--- src/rtl/rgb2raw_bayer_pkg.sv ---
// rgb2raw_pkg: shared constants, encodings and helpers for the RGB-to-Bayer converter
package rgb2raw_pkg;
    localparam int CNT_W = 11;
    localparam logic [CNT_W-1:0] CNT_MAX = 11'd2047;
    typedef enum logic [1:0] {PH_RGGB = 2'b00, PH_GRBG = 2'b01, PH_GBRG = 2'b10, PH_BGGR = 2'b11} phase_e;
    typedef enum logic {WAIT_FRAME = 1'b0, ACTIVE = 1'b1} state_e;
    function automatic logic [9:0] expand(input logic [7:0] c, input logic rep);
        return rep ? {c, c[7:6]} : {c, 2'b00};
    endfunction
endpackage

--- src/rtl/rgb2raw_bayer_pixel_counter.sv ---
// bayer_pixel_counter: saturating X/Y pixel position and per-line valid tracking
module bayer_pixel_counter
    import rgb2raw_pkg::*;
(
    input  logic             clk,
    input  logic             rst_n,
    input  logic             en_i,
    input  logic             vs_i,
    input  logic             hs_i,
    output logic [CNT_W-1:0] x_o,
    output logic [CNT_W-1:0] y_o,
    output logic             pix_o,
    output logic             hs_fall_o
);
    logic [CNT_W-1:0] x_q, x_d, y_q, y_d;
    logic hs_q, seen_q, seen_d;
    assign pix_o = en_i & vs_i & hs_i;
    assign hs_fall_o = hs_q & ~hs_i;
    assign x_o = x_q;
    assign y_o = y_q;
    // seen_q survives into the iHS-low cycle so the falling edge can decide on Y
    always_comb begin
        x_d = (!en_i || !hs_i) ? '0 : (pix_o && x_q != CNT_MAX) ? x_q + 1'b1 : x_q;
        y_d = (!en_i || !vs_i) ? '0 : (hs_fall_o && seen_q && y_q != CNT_MAX) ? y_q + 1'b1 : y_q;
        seen_d = en_i & hs_i & (seen_q | pix_o);
    end
    always_ff @(posedge clk or negedge rst_n) begin
        if (!rst_n) begin
            x_q <= '0;
            y_q <= '0;
            hs_q <= 1'b0;
            seen_q <= 1'b0;
        end else begin
            x_q <= x_d;
            y_q <= y_d;
            hs_q <= en_i & hs_i;
            seen_q <= seen_d;
        end
    end
endmodule

--- src/rtl/rgb2raw_bayer.sv ---
// rgb2raw_bayer: RGB stream to 10-bit Bayer RAW with a two-cycle pipeline and line policing
module rgb2raw_bayer
    import rgb2raw_pkg::*;
#(
    parameter bit BIT_EXPAND       = 1'b1,
    parameter int D8M_VAL_LINE_MIN = 0
) (
    input  logic             VGA_CLK,
    input  logic             RESET_N,
    input  logic [7:0]       iRed,
    input  logic [7:0]       iGreen,
    input  logic [7:0]       iBlue,
    input  logic             iVS,
    input  logic             iHS,
    input  logic [1:0]       iBAYER_PHASE,
    input  logic [15:0]      LINE_MAX,
    output logic [9:0]       oDATA,
    output logic             oVS,
    output logic             oHS,
    output logic             oDVAL,
    output logic [CNT_W-1:0] oX,
    output logic [CNT_W-1:0] oY,
    output logic             oLINE_ERR
);
    state_e state_q;
    logic [1:0] ph_q, s;
    logic vs_low_q, ovr_q, en, vs_rise, pix, hs_fall, over, lo_ok;
    logic [CNT_W-1:0] x, y, x1_q, y1_q, x2_q, y2_q;
    logic [7:0] r1_q, g1_q, b1_q, c;
    logic vs1_q, hs1_q, v1_q, err1_q, vs2_q, hs2_q, v2_q, err2_q;
    logic [9:0] data_q, data_d;
    assign en = state_q == ACTIVE;
    // vs_low_q starts at 0 so a frame already running at reset release is ignored
    assign vs_rise = iVS & vs_low_q;
    bayer_pixel_counter u_cnt (
        .clk(VGA_CLK),
        .rst_n(RESET_N),
        .en_i(en),
        .vs_i(iVS),
        .hs_i(iHS),
        .x_o(x),
        .y_o(y),
        .pix_o(pix),
        .hs_fall_o(hs_fall)
    );
    generate
        if (D8M_VAL_LINE_MIN > 0) begin : g_min
            assign lo_ok = 32'(x) >= D8M_VAL_LINE_MIN;
        end else begin : g_nomin
            assign lo_ok = 1'b1;
        end
    endgenerate
    assign over = (LINE_MAX != '0) && ({5'd0, x} >= LINE_MAX);
    assign s = {y1_q[0] ^ ph_q[1], x1_q[0] ^ ph_q[0]};
    assign c = (s == 2'b00) ? r1_q : (s == 2'b11) ? b1_q : g1_q;
    assign data_d = v1_q ? expand(c, BIT_EXPAND) : '0;
    always_ff @(posedge VGA_CLK or negedge RESET_N) begin
        if (!RESET_N) begin
            state_q <= WAIT_FRAME;
            ph_q <= PH_RGGB;
            {vs_low_q, ovr_q} <= '0;
            {r1_q, g1_q, b1_q, x1_q, y1_q, vs1_q, hs1_q, v1_q, err1_q} <= '0;
            {data_q, x2_q, y2_q, vs2_q, hs2_q, v2_q, err2_q} <= '0;
        end else begin
            if (vs_rise) begin
                state_q <= ACTIVE;
                ph_q <= iBAYER_PHASE;
            end
            vs_low_q <= ~iVS;
            ovr_q <= en & iHS & (ovr_q | (pix & over));
            r1_q <= iRed;
            g1_q <= iGreen;
            b1_q <= iBlue;
            x1_q <= x;
            y1_q <= y;
            vs1_q <= iVS;
            hs1_q <= iHS;
            v1_q <= pix & lo_ok & ~over;
            err1_q <= hs_fall & ovr_q;
            data_q <= data_d;
            x2_q <= x1_q;
            y2_q <= y1_q;
            vs2_q <= vs1_q;
            hs2_q <= hs1_q;
            v2_q <= v1_q;
            err2_q <= err1_q;
        end
    end
    assign oDATA = data_q;
    assign oVS = vs2_q;
    assign oHS = hs2_q;
    assign oDVAL = v2_q;
    assign oX = x2_q;
    assign oY = y2_q;
    assign oLINE_ERR = err2_q;
endmodule

--- config.mk ---
export PLATFORM = sky130hd
export DESIGN_NAME = rgb2raw_bayer
export DESIGN_NICKNAME = d
export VERILOG_FILES = /design/src/rtl/rgb2raw_bayer_pkg.sv /design/src/rtl/rgb2raw_bayer_pixel_counter.sv /design/src/rtl/rgb2raw_bayer.sv
export SDC_FILE = /design/constraint.sdc
export NUM_CORES = 1
export LEC_CHECK = 0
export BUFFER_PORTS_ARGS = -buffer_cell sky130_fd_sc_hd__buf_2
export CORE_MARGIN = 3
export CORE_UTILIZATION = 35
export CTS_BUF_LIST = sky130_fd_sc_hd__clkbuf_8
export CTS_CLUSTER_SIZE = 8
export DETAILED_ROUTE_END_ITERATION = 10
export PLACE_DENSITY = 0.65
export RECOVER_POWER = 100
export SETUP_SLACK_MARGIN = 0.2
export SYNTH_ARGS = -nofsm -noshare
export SYNTH_HDL_FRONTEND = slang
export SYNTH_SLANG_ARGS = --single-unit
--- constraint.sdc ---
create_clock -name VGA_CLK -period 2.7 [get_ports VGA_CLK]
set_input_delay 0.81 -clock VGA_CLK [delete_from_list [all_inputs] [get_ports VGA_CLK]]
set_output_delay 0.81 -clock VGA_CLK [all_outputs]
set_load 0.02 [all_outputs]
==> results of run 1 <==
-- cell type report --
| class | instances | area [um^2] | area share [%] |
|---|---|---|---|
| Sequential cell | 113 | 2830 | 56.7 |
| Multi-Input combinational cell | 156 | 1080 | 21.7 |
| Timing Repair Buffer | 83 | 382 | 7.65 |
| Clock buffer | 18 | 248 | 4.96 |
| Clock inverter | 13 | 216 | 4.34 |
| Tap cell | 140 | 175 | 3.51 |
| Inverter | 15 | 56.3 | 1.13 |
-- sequential cells by signal, summed over array words and instances, names as in the netlist, 11 cells and up --
signal / count
y1_q: 11
oY: 11
oX: 11
u_cnt.y_o: 11
x1_q: 11
u_cnt.x_o: 11
-- cell families (layout without fill, tap and decap cells) --
family          after synthesis  count (layout)  synth area share [%]
buf+inv                      21             129                  2.18
xor+xnor                     15              15                  3.27
flops                       113             113                  70.3
simple gates                 82              82                  10.1
mux                          11              11                  2.80
compound gates               35              35                  7.34
fa+ha+maj                    13              13                  4.04
-- synthesized netlist by cell type, types with 3 or more instances --
cell type,instances
xor2_1,8
nand4_1,4
nand2_1,19
xnor2_1,7
nor4_1,3
and2_1,3
ha_1,13
o211a_1,8
nor2_1,23
and3_1,5
inv_1,15
nand3_1,9
nor3_1,6
dfrtp_1,113
mux2i_1,9
a21oi_1,5
o21ai_0,5
-- final timing paths --
kind | startpoint | to | slack [ns] | depth (start not counted)
worst max-delay path | u_cnt.x_o[3] | u_cnt.x_o[9] | 0.70 | 5
worst min-delay path | x1_q[1] | oX[1] | 0.34 | 0
worst max register to register | u_cnt.x_o[3] | u_cnt.x_o[9] | 0.70 | 5
worst min register to register | x1_q[1] | oX[1] | 0.34 | 0
max in group asynchronous | RESET_N | r1_q[6] | 0.95 | 2
min in group asynchronous | RESET_N | oY[3] | 0.56 | 1
-- routing by layer --
layer  part of all wire (%)  GRT usage (%)  up-vias
li1                       -              -     1196
met1                     44           16.2     1246
met2                     48           20.3       68
met3                    6.3           5.03       12
met4                    1.7           6.01        0
met5                      0              0        -
-- stage by stage --
stage	worst slack [ns]	total power [uW]	instances	hold WS, ns
floorplan	0.538	1950	290	0.331
global placement	0.340	2070	507	0.334
detailed placement	0.337	2080	507	0.335
CTS	0.766	3930	538	0.347
global route	0.487	4050	538	0.357
finish	0.698	3870	538	0.344
-- power breakdown --
| part | total [uW] | switching (uW) | internal (uW) |
|---|---|---|---|
| clock network | 1840 | 639 | 1200 |
| registers | 1780 | 27.9 | 1750 |
| logic | 254 | 162 | 92.3 |
-- cells in the final DEF (no fill, tap or decap), types with 2 or more instances in the layout --
cell type  instances
ha_1              13
dfrtp_1          113
a41oi_1            2
xnor2_1            7
bufinv_16          6
nor2_1            24
nand3_1            9
and2_1             3
a21oi_1            5
clkbuf_2           2
nor3_1             6
xor2_1             8
mux2i_1            9
and3_1             5
o211a_1            8
nand2b_1           2
clkbuf_1          39
a31oi_1            2
inv_1             16
clkinv_2           5
nor4_1             3
o21a_1             2
buf_2             41
clkbuf_8          18
o21ai_0            5
nand4_1            4
nand2_1           19
mux2_2             2
==> out/metrics.cfg, run 1 <==
[status]
status = finished, final reports clean

[floorplan]
die_w_um = 113
die_height_um = 113
initial_utilization_pct = 36.5
die_area_um2 = 12800
core-area_um2 = 11000
row_count = 38
io_pins = 82

[place]
routabilityCongestion = 0.810
placed_area_um2 = 4600
port_buffers = 81
dp_hpwl_um = 5420

[route]
drc = 0
vias = 2522
first_pass_iters = 4
wirelength_um = 7540
ant_nets = 0
post_drt_wl_per_cell_um = 14.0
vias_per_cell = 4.69
drtIter0Drc = 214

[sta]
period_needed_ns = 2.00
maxSlewViolCount = 0
final_hold_viol_count = 0
fmax_ghz = 0.499
grt_setup_unrepaired = no
tns_ns = 0
setup-violations-final = 0
tightestPinTransition_ns = 1.03
timing.final.crit_share_pct = 74.1
fin_worst_skew_ns = 0.00691
relSlewSlack_pct = 31.1

[global_routing]
grt_usage_pct = 13.1
grt_start_max_net_pins = 49
grt_first_pass_wirelength_um = 12800
grt_pass1_vias = 2656
grt_overflow = 0
antenna_found_initial = 0

[yosys]
seq_area_frac_synth_pct = 70.3
synth_top_area_share_pct = 70.3
syn-instance-count = 290
synth_area_per_cell_um2 = 13.9
synthesis.nets = 349
synth-seq-cells = 113
ys.flop_type = dfrtp_1
ys_warn_count = 0
ys_top_cells_by_area = dfrtp_1 (70%), ha_1 (4.0%), mux2i_1 (2.2%), nor2_1 (2.1%), o211a_1 (2.0%)
async_reset_ff_share_pct = 100
yosysTopAreaCell = dfrtp_1
synth-edff-count = 0
ys_types = 46
syn_area_um2 = 4020

[worst_setup_path]
worstPathRequired_ns = 2.99
path_cells = nand2_1, o41ai_2, nor3_1, xnor2_1, nor2_1
end_kind = register
critPathMaxStageDelay_ns = 0.81
cp_slowest_cell = o41ai_2
critical-path-top-delay-family = compound AO/OA/AOI/OAI gates
path_class = reg2reg
crit_buf_inv = 0
path_max_fanout = 9
start_kind = register
arrival_ns = 2.30

[finish]
syn_to_final_growth_pct = 24.1
n_antenna_cell = 0
nets = 445
fin_util_pct = 45.2
layout-drive-gt1-share_pct = 19.8
final_area_um2 = 4990
fill_cells = 1030

[pwr]
power_leakage_uw = 0.00250
ir_drop_mv = 0.399
powerDensity_nw_per_um2 = 775

[cts]
clk_latency_ns = 0.42
ctsResizeCount = 0
cts_max_level = 4
post_cts.repair.setup_buffers = 0
cts_buffer_depth = 2
numCtsBuffers = 17
postCtsHoldBufs = 0
cts_tree = done
cts.sinks = 113
root_buffer = clkbuf_8
path_clk_slew_ns = 0.07

[worst_hold_path]
min-delay-path-class = reg2reg

[job]
maxCapViolCount = 0

Note: power is estimated with default switching activity, not from simulation.
==> run 2, diff against run 1 <==
==> constraint.sdc (replaced) <==
create_clock -name VGA_CLK -period 2.1 [get_ports VGA_CLK]
set_input_delay 0.63 -clock VGA_CLK [delete_from_list [all_inputs] [get_ports VGA_CLK]]
set_output_delay 0.63 -clock VGA_CLK [all_outputs]
set_load 0.02 [all_outputs]
==> run 2 against run 1 <==
Non-clock buffer count increased by 3. Via count decreased by 1.1%. Routed wire length decreased by 0.97%. Critical path depth increased by 2. Worst hold slack got worse by 0.043 ns.
==> out/metrics.cfg, run 2 (synthesis gave the netlist of run 1 again) <==
[floorplan]
io_pins = 82
die_height_um = 113
initial_utilization_pct = 36.5
die_w_um = 113
die_area_um2 = 12800
row_count = 38
core-area_um2 = 11000

[cts]
cts.sinks = 113
path_clk_slew_ns = 0.07
cts_buffer_depth = 2
numCtsBuffers = 17
cts_tree = done
postCtsHoldBufs = 0
root_buffer = clkbuf_8
cts_max_level = 4
clk_latency_ns = 0.41
post_cts.repair.setup_buffers = 0

[sta]
fin_worst_skew_ns = 0.00870
tns_ns = 0
grt_setup_unrepaired = no
setup-violations-final = 0
timing.final.crit_share_pct = 87.0
tightestPinTransition_ns = 0.812
fmax_ghz = 0.547
whs_ns = 0.301
maxSlewViolCount = 0
relSlewSlack_pct = 45.8
final_hold_viol_count = 0
period_needed_ns = 1.83

[route]
drtIter0Drc = 171
drc = 0
ant_nets = 0
post_drt_wl_per_cell_um = 13.8
wirelength_um = 7470
first_pass_iters = 4
vias_per_cell = 4.60
vias = 2494

[status]
status = finished, final reports clean

[pwr]
p_seq_share_pct = 49.5
p_total_uw = 4610
p_int_uw = 3550
p_sw_share_pct = 23.1
ir_drop_mv = 0.415
combPwrFrac_pct = 7.5
powerDensity_nw_per_um2 = 927
p_clk_share_pct = 43.0
power_leakage_uw = 0.00249
switchingPower_uw = 1070

[global_routing]
grt_overflow = 0
grt_usage_pct = 12.7
antenna_found_initial = 0
grt_pass1_vias = 2579
grt_start_max_net_pins = 50
grt_first_pass_wirelength_um = 12600

[job]
maxCapViolCount = 0

[finish]
layout_commonest_cell = dfrtp_1
final_area_um2 = 4970
layout-drive-gt1-share_pct = 20.1
layout_common_cells = dfrtp_1 (113), clkbuf_1 (42), buf_2 (40)
syn_to_final_growth_pct = 23.7
n_antenna_cell = 0
nets = 448

[worst_setup_path]
critPathMaxStageDelay_ns = 0.44
path_cells = inv_1, ha_1, nand2b_1, a2111oi_4, o31a_1, o22ai_1, a32o_1
path_class = reg2reg
path_max_fanout = 6
worstPathRequired_ns = 2.40
start_kind = register
cp_slowest_cell = dfrtp_1
end_kind = register
arrival_ns = 2.13

[place]
dp_hpwl_um = 5470
placed_area_um2 = 4650
port_buffers = 81
routabilityCongestion = 0.798

[worst_hold_path]
min-delay-path-class = in2async

-- run 2: changes by cell type in the layout (fill, tap and decap cells not counted), sizes merged --
cell    delta
clkinv     +1
bufinv     -4
inv        +1
clkbuf     +7
buf        -1
-- run 2: final timing paths --
| path | slack, ns | to | cells past startpoint | start |
|---|---|---|---|---|
| min | 0.30 | b1_q[1] | 1 | RESET_N |
| min in group VGA_CLK | 0.32 | b1_q[1] | 1 | iBlue[1] |
| max | 0.27 | ovr_q | 7 | u_cnt.x_o[0] |
| max in group asynchronous | 0.58 | u_cnt.x_o[2] | 2 | RESET_N |
| max reg2reg | 0.27 | ovr_q | 7 | u_cnt.x_o[0] |
| min reg2reg | 0.35 | oX[4] | 0 | x1_q[4] |
-- run 2: timing repair --
| action | 4_1_cts | 5_1_grt |
|---|---|---|
| endpoints found under the setup margin | 0 | 5 |
| gates resized for setup | 0 | 2 |
| endpoints found under the hold margin | 0 | 0 |
-- run 2: critical path: cells and delay by family, from the launching register on --
family,cells,cell delay [ns]
buffers and inverters,1,0.07
adders and majority gates,1,0.26
and+or+nand+nor,1,0.17
AOI/OAI and AO/OA,4,0.77
DFF,1,0.44
-- run 2: final cells by class --
cell class	count	area, um^2
flip-flops and latches	113	2830
clock buffers	21	289
repair buffers	86	383
well taps	140	175
clock inverters	11	113
multi-input cells	156	1130
inverters	15	56.3
fillers	1042	6060
-- run 2: power by group through the flow --
stage | Clock (uW) | Combinational, uW | Sequential (uW)
floorplan | 0 | 181 | 2350
global placement | 0 | 364 | 2320
detailed placement | 0 | 373 | 2320
CTS | 2050 | 375 | 2280
global route | 2150 | 391 | 2290
finish | 1980 | 346 | 2280
-- run 2: layer usage --
metal,vias up,routed length (um),GRT usage [%]
met5,-,0,0
met4,0,94,5.05
met3,9,529,4.44
met2,83,3450,19.1
met1,1204,3390,16.8
li1,1198,-,-
-- run 2: through the flow --
step	util [%]	worst slack, ns	std cells
after floorplan	-	0.234	290
after global placement	42.2	0.0689	510
after detailed placement	42.2	0.0260	510
after CTS	45.8	0.283	542
after global routing	45.1	0.112	542
final	45.1	0.272	542
